`config.mk`:
```
export PLATFORM = sky130hd
export DESIGN_NAME = clk_div_ctrl_flat
export DESIGN_NICKNAME = d
export VERILOG_FILES = /design/src/rtl/clk_div_pkg.sv /design/src/rtl/clk_div_ctrl_if.sv /design/src/rtl/clk_div_ctrl_half_period_cnt.sv /design/src/rtl/clk_div_ctrl.sv /design/src/flat_wrapper.sv
export SDC_FILE = /design/constraint.sdc
export NUM_CORES = 1
export LEC_CHECK = 0
export CAP_MARGIN = 20
export CORE_ASPECT_RATIO = 1.75
export CORE_UTILIZATION = 60
export CTS_CLUSTER_SIZE = 14
export DETAILED_ROUTE_END_ITERATION = 16
export HOLD_SLACK_MARGIN = 0.1
export PLACE_DENSITY = 0.88
export SYNTH_ARGS = -nofsm -noshare
export SYNTH_HDL_FRONTEND = slang
export SYNTH_SLANG_ARGS = --single-unit
export TNS_END_PERCENT = 30
```
`constraint.sdc`:
```
create_clock -name clk -period 5.3 [get_ports clk]
set_input_delay 1.325 -clock clk [delete_from_list [all_inputs] [get_ports clk]]
set_output_delay 1.325 -clock clk [all_outputs]
set_load 0.05 [all_outputs]
```
`src/rtl/clk_div_pkg.sv`:
```
// Shared definitions for the run-time clock divider controller.
//   DIV_W_DFLT       default width of divisor and half-period counter
//   DEFAULT_DIV_DFLT default half-period loaded at reset
//   state_t          controller states
package clk_div_pkg;

    localparam int DIV_W_DFLT       = 8;
    localparam int DEFAULT_DIV_DFLT = 5;

    typedef enum logic [1:0] {
        IDLE     = 2'd0,
        RUN      = 2'd1,
        PEND     = 2'd2,   // new divisor waiting for the next falling edge
        STOPPING = 2'd3    // finishing the high phase before parking low
    } state_t;

endpackage

```
`src/rtl/clk_div_ctrl_if.sv`:
```
// Control/status bundle between the config register bank (master) and the
// divider controller (slave).
//   enable       run request
//   div_valid    new divisor offered
//   div_value    requested half-period
//   div_ready    controller accepts a divisor this cycle
//   divided_clk  divided clock output
//   tick         one-cycle pulse in the cycle divided_clk toggles
//   div_err      one-cycle pulse after a zero divisor was rejected
//   running      controller is RUN, PEND or STOPPING
interface clk_div_ctrl_if #(
    parameter int DIV_W = 8
);
    logic             enable;
    logic             div_valid;
    logic [DIV_W-1:0] div_value;
    logic             div_ready;
    logic             divided_clk;
    logic             tick;
    logic             div_err;
    logic             running;

    modport master (
        output enable, div_valid, div_value,
        input  div_ready, divided_clk, tick, div_err, running
    );

    modport slave (
        input  enable, div_valid, div_value,
        output div_ready, divided_clk, tick, div_err, running
    );
endinterface

```
`src/rtl/clk_div_ctrl_half_period_cnt.sv`:
```
// Half-period counter with terminal-count compare.
//   clk, reset  system clock, synchronous active-high reset
//   clear       force counter to 0 (highest priority)
//   inc         advance the counter; wraps to 0 on terminal count
//   limit       half-period N (>= 1); terminal count is N-1
//   tc          counter currently equals limit-1
module half_period_cnt #(
    parameter int DIV_W = 8
) (
    input  logic             clk,
    input  logic             reset,
    input  logic             clear,
    input  logic             inc,
    input  logic [DIV_W-1:0] limit,
    output logic             tc
);
    logic [DIV_W-1:0] count_reg;
    logic [DIV_W-1:0] count_next;

    // limit is never 0, so limit-1 cannot underflow
    assign tc = (count_reg == (limit - DIV_W'(1)));

    always_comb begin
        count_next = count_reg;
        if (clear || (inc && tc)) begin
            count_next = '0;
        end else if (inc) begin
            count_next = count_reg + DIV_W'(1);
        end
    end

    always_ff @(posedge clk) begin
        if (reset) begin
            count_reg <= '0;
        end else begin
            count_reg <= count_next;
        end
    end
endmodule

```
`src/rtl/clk_div_ctrl.sv`:
```
// Run-time controller for a clock divider. Accepts new half-period values over
// a valid/ready handshake and applies them only on a falling edge of
// divided_clk; sequences start/stop so the output always parks low cleanly.
//   clk, reset  system clock, synchronous active-high reset
//   bus         clk_div_ctrl_if slave side (enable, divisor handshake, outputs)
module clk_div_ctrl
    import clk_div_pkg::*;
#(
    parameter int DIV_W       = DIV_W_DFLT,
    parameter int DEFAULT_DIV = DEFAULT_DIV_DFLT
) (
    input  logic           clk,
    input  logic           reset,
    clk_div_ctrl_if.slave  bus
);
    state_t           state_reg;
    logic [DIV_W-1:0] div_reg;
    logic [DIV_W-1:0] pend_reg;
    logic             pend_vld_reg;
    logic             divided_clk_reg;
    logic             tick_reg;
    logic             div_err_reg;

    logic             div_ready;
    logic             xfer;
    logic             xfer_ok;
    logic             cnt_clear;
    logic             cnt_inc;
    logic             tc;

    assign div_ready = (state_reg == IDLE) || (state_reg == RUN);
    assign xfer      = bus.div_valid && div_ready;
    assign xfer_ok   = xfer && (bus.div_value != '0);

    // The counter is held at 0 while idle and whenever a stop catches the
    // output low: the next run or the park must start from a clean phase.
    always_comb begin
        cnt_clear = 1'b1;
        case (state_reg)
            IDLE:      cnt_clear = 1'b1;
            RUN, PEND: cnt_clear = !bus.enable && !divided_clk_reg;
            STOPPING:  cnt_clear = !divided_clk_reg;
            default:   cnt_clear = 1'b1;
        endcase
    end
    assign cnt_inc = !cnt_clear;

    half_period_cnt #(.DIV_W(DIV_W)) u_cnt (
        .clk   (clk),
        .reset (reset),
        .clear (cnt_clear),
        .inc   (cnt_inc),
        .limit (div_reg),
        .tc    (tc)
    );

    always_ff @(posedge clk) begin
        if (reset) begin
            state_reg       <= IDLE;
            div_reg         <= DIV_W'(DEFAULT_DIV);
            pend_reg        <= '0;
            pend_vld_reg    <= 1'b0;
            divided_clk_reg <= 1'b0;
            tick_reg        <= 1'b0;
            div_err_reg     <= 1'b0;
        end else begin
            tick_reg    <= 1'b0;
            div_err_reg <= xfer && (bus.div_value == '0);

            case (state_reg)
                IDLE: begin
                    divided_clk_reg <= 1'b0;
                    // A divisor captured during a stop lands here; a fresh
                    // transfer in the same cycle supersedes it.
                    if (pend_vld_reg) begin
                        div_reg      <= pend_reg;
                        pend_vld_reg <= 1'b0;
                    end
                    if (xfer_ok) begin
                        div_reg <= bus.div_value;
                    end
                    if (bus.enable) begin
                        state_reg <= RUN;
                    end
                end

                RUN, PEND: begin
                    if (xfer_ok) begin
                        pend_reg     <= bus.div_value;
                        pend_vld_reg <= 1'b1;
                        state_reg    <= PEND;
                    end
                    if (!bus.enable) begin
                        // Stop wins over a divisor update; a captured value
                        // stays pending and is applied once parked.
                        if (divided_clk_reg && tc) begin
                            divided_clk_reg <= 1'b0;
                            tick_reg        <= 1'b1;
                            state_reg       <= IDLE;
                        end else begin
                            state_reg <= STOPPING;
                        end
                    end else if (tc) begin
                        divided_clk_reg <= !divided_clk_reg;
                        tick_reg        <= 1'b1;
                        // Only the falling edge is a safe point to change N.
                        if (divided_clk_reg && pend_vld_reg) begin
                            div_reg      <= pend_reg;
                            pend_vld_reg <= 1'b0;
                            state_reg    <= RUN;
                        end
                    end
                end

                STOPPING: begin
                    if (!divided_clk_reg) begin
                        state_reg <= IDLE;
                    end else if (tc) begin
                        divided_clk_reg <= 1'b0;
                        tick_reg        <= 1'b1;
                        state_reg       <= IDLE;
                    end
                end

                default: state_reg <= IDLE;
            endcase
        end
    end

    assign bus.div_ready   = div_ready;
    assign bus.divided_clk = divided_clk_reg;
    assign bus.tick        = tick_reg;
    assign bus.div_err     = div_err_reg;
    assign bus.running     = (state_reg != IDLE);
endmodule

```
`src/flat_wrapper.sv`:
```
// flat-port wrapper written by rule: the top's interface ports become plain ports
module clk_div_ctrl_flat import clk_div_pkg::*;
#(
    parameter int DIV_W       = DIV_W_DFLT,
    parameter int DEFAULT_DIV = DEFAULT_DIV_DFLT
)
  (clk, reset, bus_enable, bus_div_valid, bus_div_value, bus_div_ready, bus_divided_clk, bus_tick, bus_div_err, bus_running);
  clk_div_ctrl_if #(.DIV_W(DIV_W)) bus_i ();
  input  logic clk;
  input  logic reset;
  input wire logic [$bits(bus_i.enable)-1:0] bus_enable;
  input wire logic [$bits(bus_i.div_valid)-1:0] bus_div_valid;
  input wire logic [$bits(bus_i.div_value)-1:0] bus_div_value;
  output wire logic [$bits(bus_i.div_ready)-1:0] bus_div_ready;
  output wire logic [$bits(bus_i.divided_clk)-1:0] bus_divided_clk;
  output wire logic [$bits(bus_i.tick)-1:0] bus_tick;
  output wire logic [$bits(bus_i.div_err)-1:0] bus_div_err;
  output wire logic [$bits(bus_i.running)-1:0] bus_running;
  assign bus_i.enable = bus_enable;
  assign bus_i.div_valid = bus_div_valid;
  assign bus_i.div_value = bus_div_value;
  assign bus_div_ready = bus_i.div_ready;
  assign bus_divided_clk = bus_i.divided_clk;
  assign bus_tick = bus_i.tick;
  assign bus_div_err = bus_i.div_err;
  assign bus_running = bus_i.running;
  clk_div_ctrl #(.DIV_W(DIV_W), .DEFAULT_DIV(DEFAULT_DIV)) u_core (.clk(clk), .reset(reset), .bus(bus_i));
endmodule
```
==> impl_results.md <==
- Tightest Pin Transition: 0.875 ns
- Avg Cell Area, Syn: ~8.3 µm²
- Crit path time final: between 3 and 4 ns
- CP endpoint kind: flip-flop
- CTS Root Cell: clkbuf_8
- Synth warn: 0
- Post-Synthesis Cell Area: ~1800 µm²
- Area grow syn2layout: 12.4%
- Ys flop type: dfxtp_1
- RD Place Congestion: 0.902
- Wire length per cell: about 15 µm
- First-pass GRT wire length: between 6 and 7 mm
- Critical Path RT: ~5.4 ns
- # diodes: 0
- DRT Pass-1 Iters: 4
- Arr. time, crit path: 3.72 ns
- CTS tree: done
- Max-cap viol count: 0
- CTS Sinks: 30
- Final setup vio count: 0
- Placed cells: 248
- Synth top area cells: dfxtp_1 33%, mux2i_1 10%, nor2_1 6.4%, xor2_1 4.4%, ha_1 3.5%
- Mapped Cells: between 200 and 250
- Post-CTS sizing: 0
- Post-synthesis sequential area ratio: between 30% and 40%
- Iter 0 DRT Violations: 40
- Crit-path max FO: 10
- Die span in x: 43.5 µm
- Largest net degree at the start of global routing: 26
- Initial antenna violation count: 0
- Leakage power: around 0.73 nW
- Cts bufs inserted: 5
- Via-to-Cell Ratio: around 6.3
- Layout Nets: between 200 and 250
- Global Route Usage Sum: around a quarter
- Post-synth top area share: approximately 33%
- Worst hold slack: 0.495 ns
- Core area: 2900 µm²
- Starting density of the core: a little over three fifths
- Setup Fix Bufs, Post-CTS: 0
- DRC errors left: 0
- Die Ht: between 70 and 80 µm
- Max Clock Skew: about 0.0034 ns
- Crit path kind: in -> reg
- Outcome: completed
- Maximum buffer depth of the clock tree: 2
- Share of cells above drive strength 1: roughly 5.7%
- Row cnt: 26
- Synth cell types: 46
- Worst-path clk slew: about 0.060 ns
- Via count: between 1,500 and 2,000
- Final period utilization: between 60% and 70%
- Pwr dens: around 510 nW/µm²
- Slew HR: between 40 and 50%
- Post-route insts no fill: between 200 and 300
- Hold buffer count at cts: 0
- Worst vdd ir: between 300 and 400 µV
- H-Tree Depth: 2
- Flops & latches, synth: 30
- Routed WL: 3.86 mm
- Fmax: 0.278 GHz
- Post-synth EDFFs: 0
- Area leader, netlist: dfxtp_1
- Hold Fails Final Rpt: 0
- Clock Latency Late Sink: roughly 0.28 ns
- Number of global-route vias before repair: around 1,500
- Post-synth ARST share: 0%
- Die area: between 3000 and 4000 µm²
- Post-DP HPWL: 2.79 mm
- Setup tns final: 0 ns
- I/O Pins: 17
- Max-slew violation count: 0
- Antenna Nets Post-Route: 0
- # port buffers: 16
- Min-Delay Path Class: reg -> reg
- R2R Setup Slk: ~2.5 ns
- Post-Syn Nets: approximately 240
- Crit path launch type: input port
- Total gr overflow: 0
- RSZ-0062 raised after global routing: no
[path summary, 6_finish.rpt]
path	from	cells after the start	to
setup / recovery	bus_div_value[0]	8	u_core.div_reg[5]
hold / removal	u_core.pend_reg[7]	2	u_core.pend_reg[7]
setup reg to reg	u_core.state_reg[0]	9	u_core.div_reg[5]
hold reg to reg	u_core.pend_reg[7]	2	u_core.pend_reg[7]
[area by class of cell]
cell class,instances,area [µm²]
inverter,9,33.8
clock buffer,7,86.3
clock inverter,1,5.00
sequential,30,601
tap,28,35.0
multi-input combinational,165,1110
timing repair buffer,16,160
fill,226,863
[cells in the final DEF, fill, tap and decap left out, types with 6 or more instances in the layout]
cell and count:
a21oi_1 12, a31oi_1 7, clkbuf_8 6, clkdlybuf4s50_1 16
dfxtp_1 30, inv_1 9, mux2i_1 18, nand3_1 10
nor2_1 31, or3_1 7, xor2_1 9
[routing by layer]
metal / track usage (%) / up-vias / routed length (µm)
met5: 0 / - / 0
met4: 14.2 / 0 / 104
met3: 5.04 / 11 / 121
met2: 46.6 / 35 / 2090
met1: 28.3 / 759 / 1540
li1: - / 808 / -
[stage by stage]
step | instance area [µm²] | power (W) | setup slack, ns | util (%)
detailed placement | 1940 | 0.000845 | 1.49 | 67.0
finish | 2030 | 0.00104 | 1.71 | 70.2
floorplan | 1810 | 0.000752 | 2.39 | -
global placement | 1940 | 0.000837 | 1.56 | 67.0
CTS | 2030 | 0.00104 | 1.72 | 70.2
global route | 2030 | 0.00111 | 1.48 | 70.2
[cells in the mapped netlist, types with 2 or more instances]
cell type / n
nand2b_1: 2
nor4_1: 3
clkbuf_1: 11
nand2_1: 4
xor2_1: 9
o21ai_0: 4
a311oi_1: 2
nor3_2: 2
a41o_1: 2
a21oi_1: 12
a31oi_1: 7
o31ai_1: 2
ha_1: 5
dfxtp_1: 30
buf_2: 2
nor3_1: 2
nand3b_1: 2
inv_1: 9
xnor2_1: 5
nand4_1: 5
nor2b_1: 5
mux2i_1: 18
nand3_1: 10
nor2_1: 31
a211oi_1: 3
o21a_1: 2
or2_2: 3
or3_1: 7
and3_1: 2
[cell families after synthesis]
family	synth area share (%)
mux	9.97
buf+inv	5.33
xor+xnor	6.78
flops	33.2
compound gates	16.9
fa+ha+maj	3.46
simple gates	24.4
[report_power, final]
part           total (W)  internal [W]  switching, W  leakage (nW)
Clock           0.000187      0.000104     0.0000821        0.0482
Sequential      0.000330      0.000272     0.0000578         0.244
Combinational   0.000521      0.000204      0.000317         0.442
Total            0.00104      0.000580      0.000457         0.734
[critical path: stages]
cell and delay (ns):
clkdlybuf4s50_1 0.51, nor4_1 0.10, a21oi_1 0.35, nor2b_1 0.74
mux2i_1 0.35, nor2_1 0.06, a21oi_1 0.16, a31oi_1 0.11
Note: power is estimated with default switching activity, not from simulation.
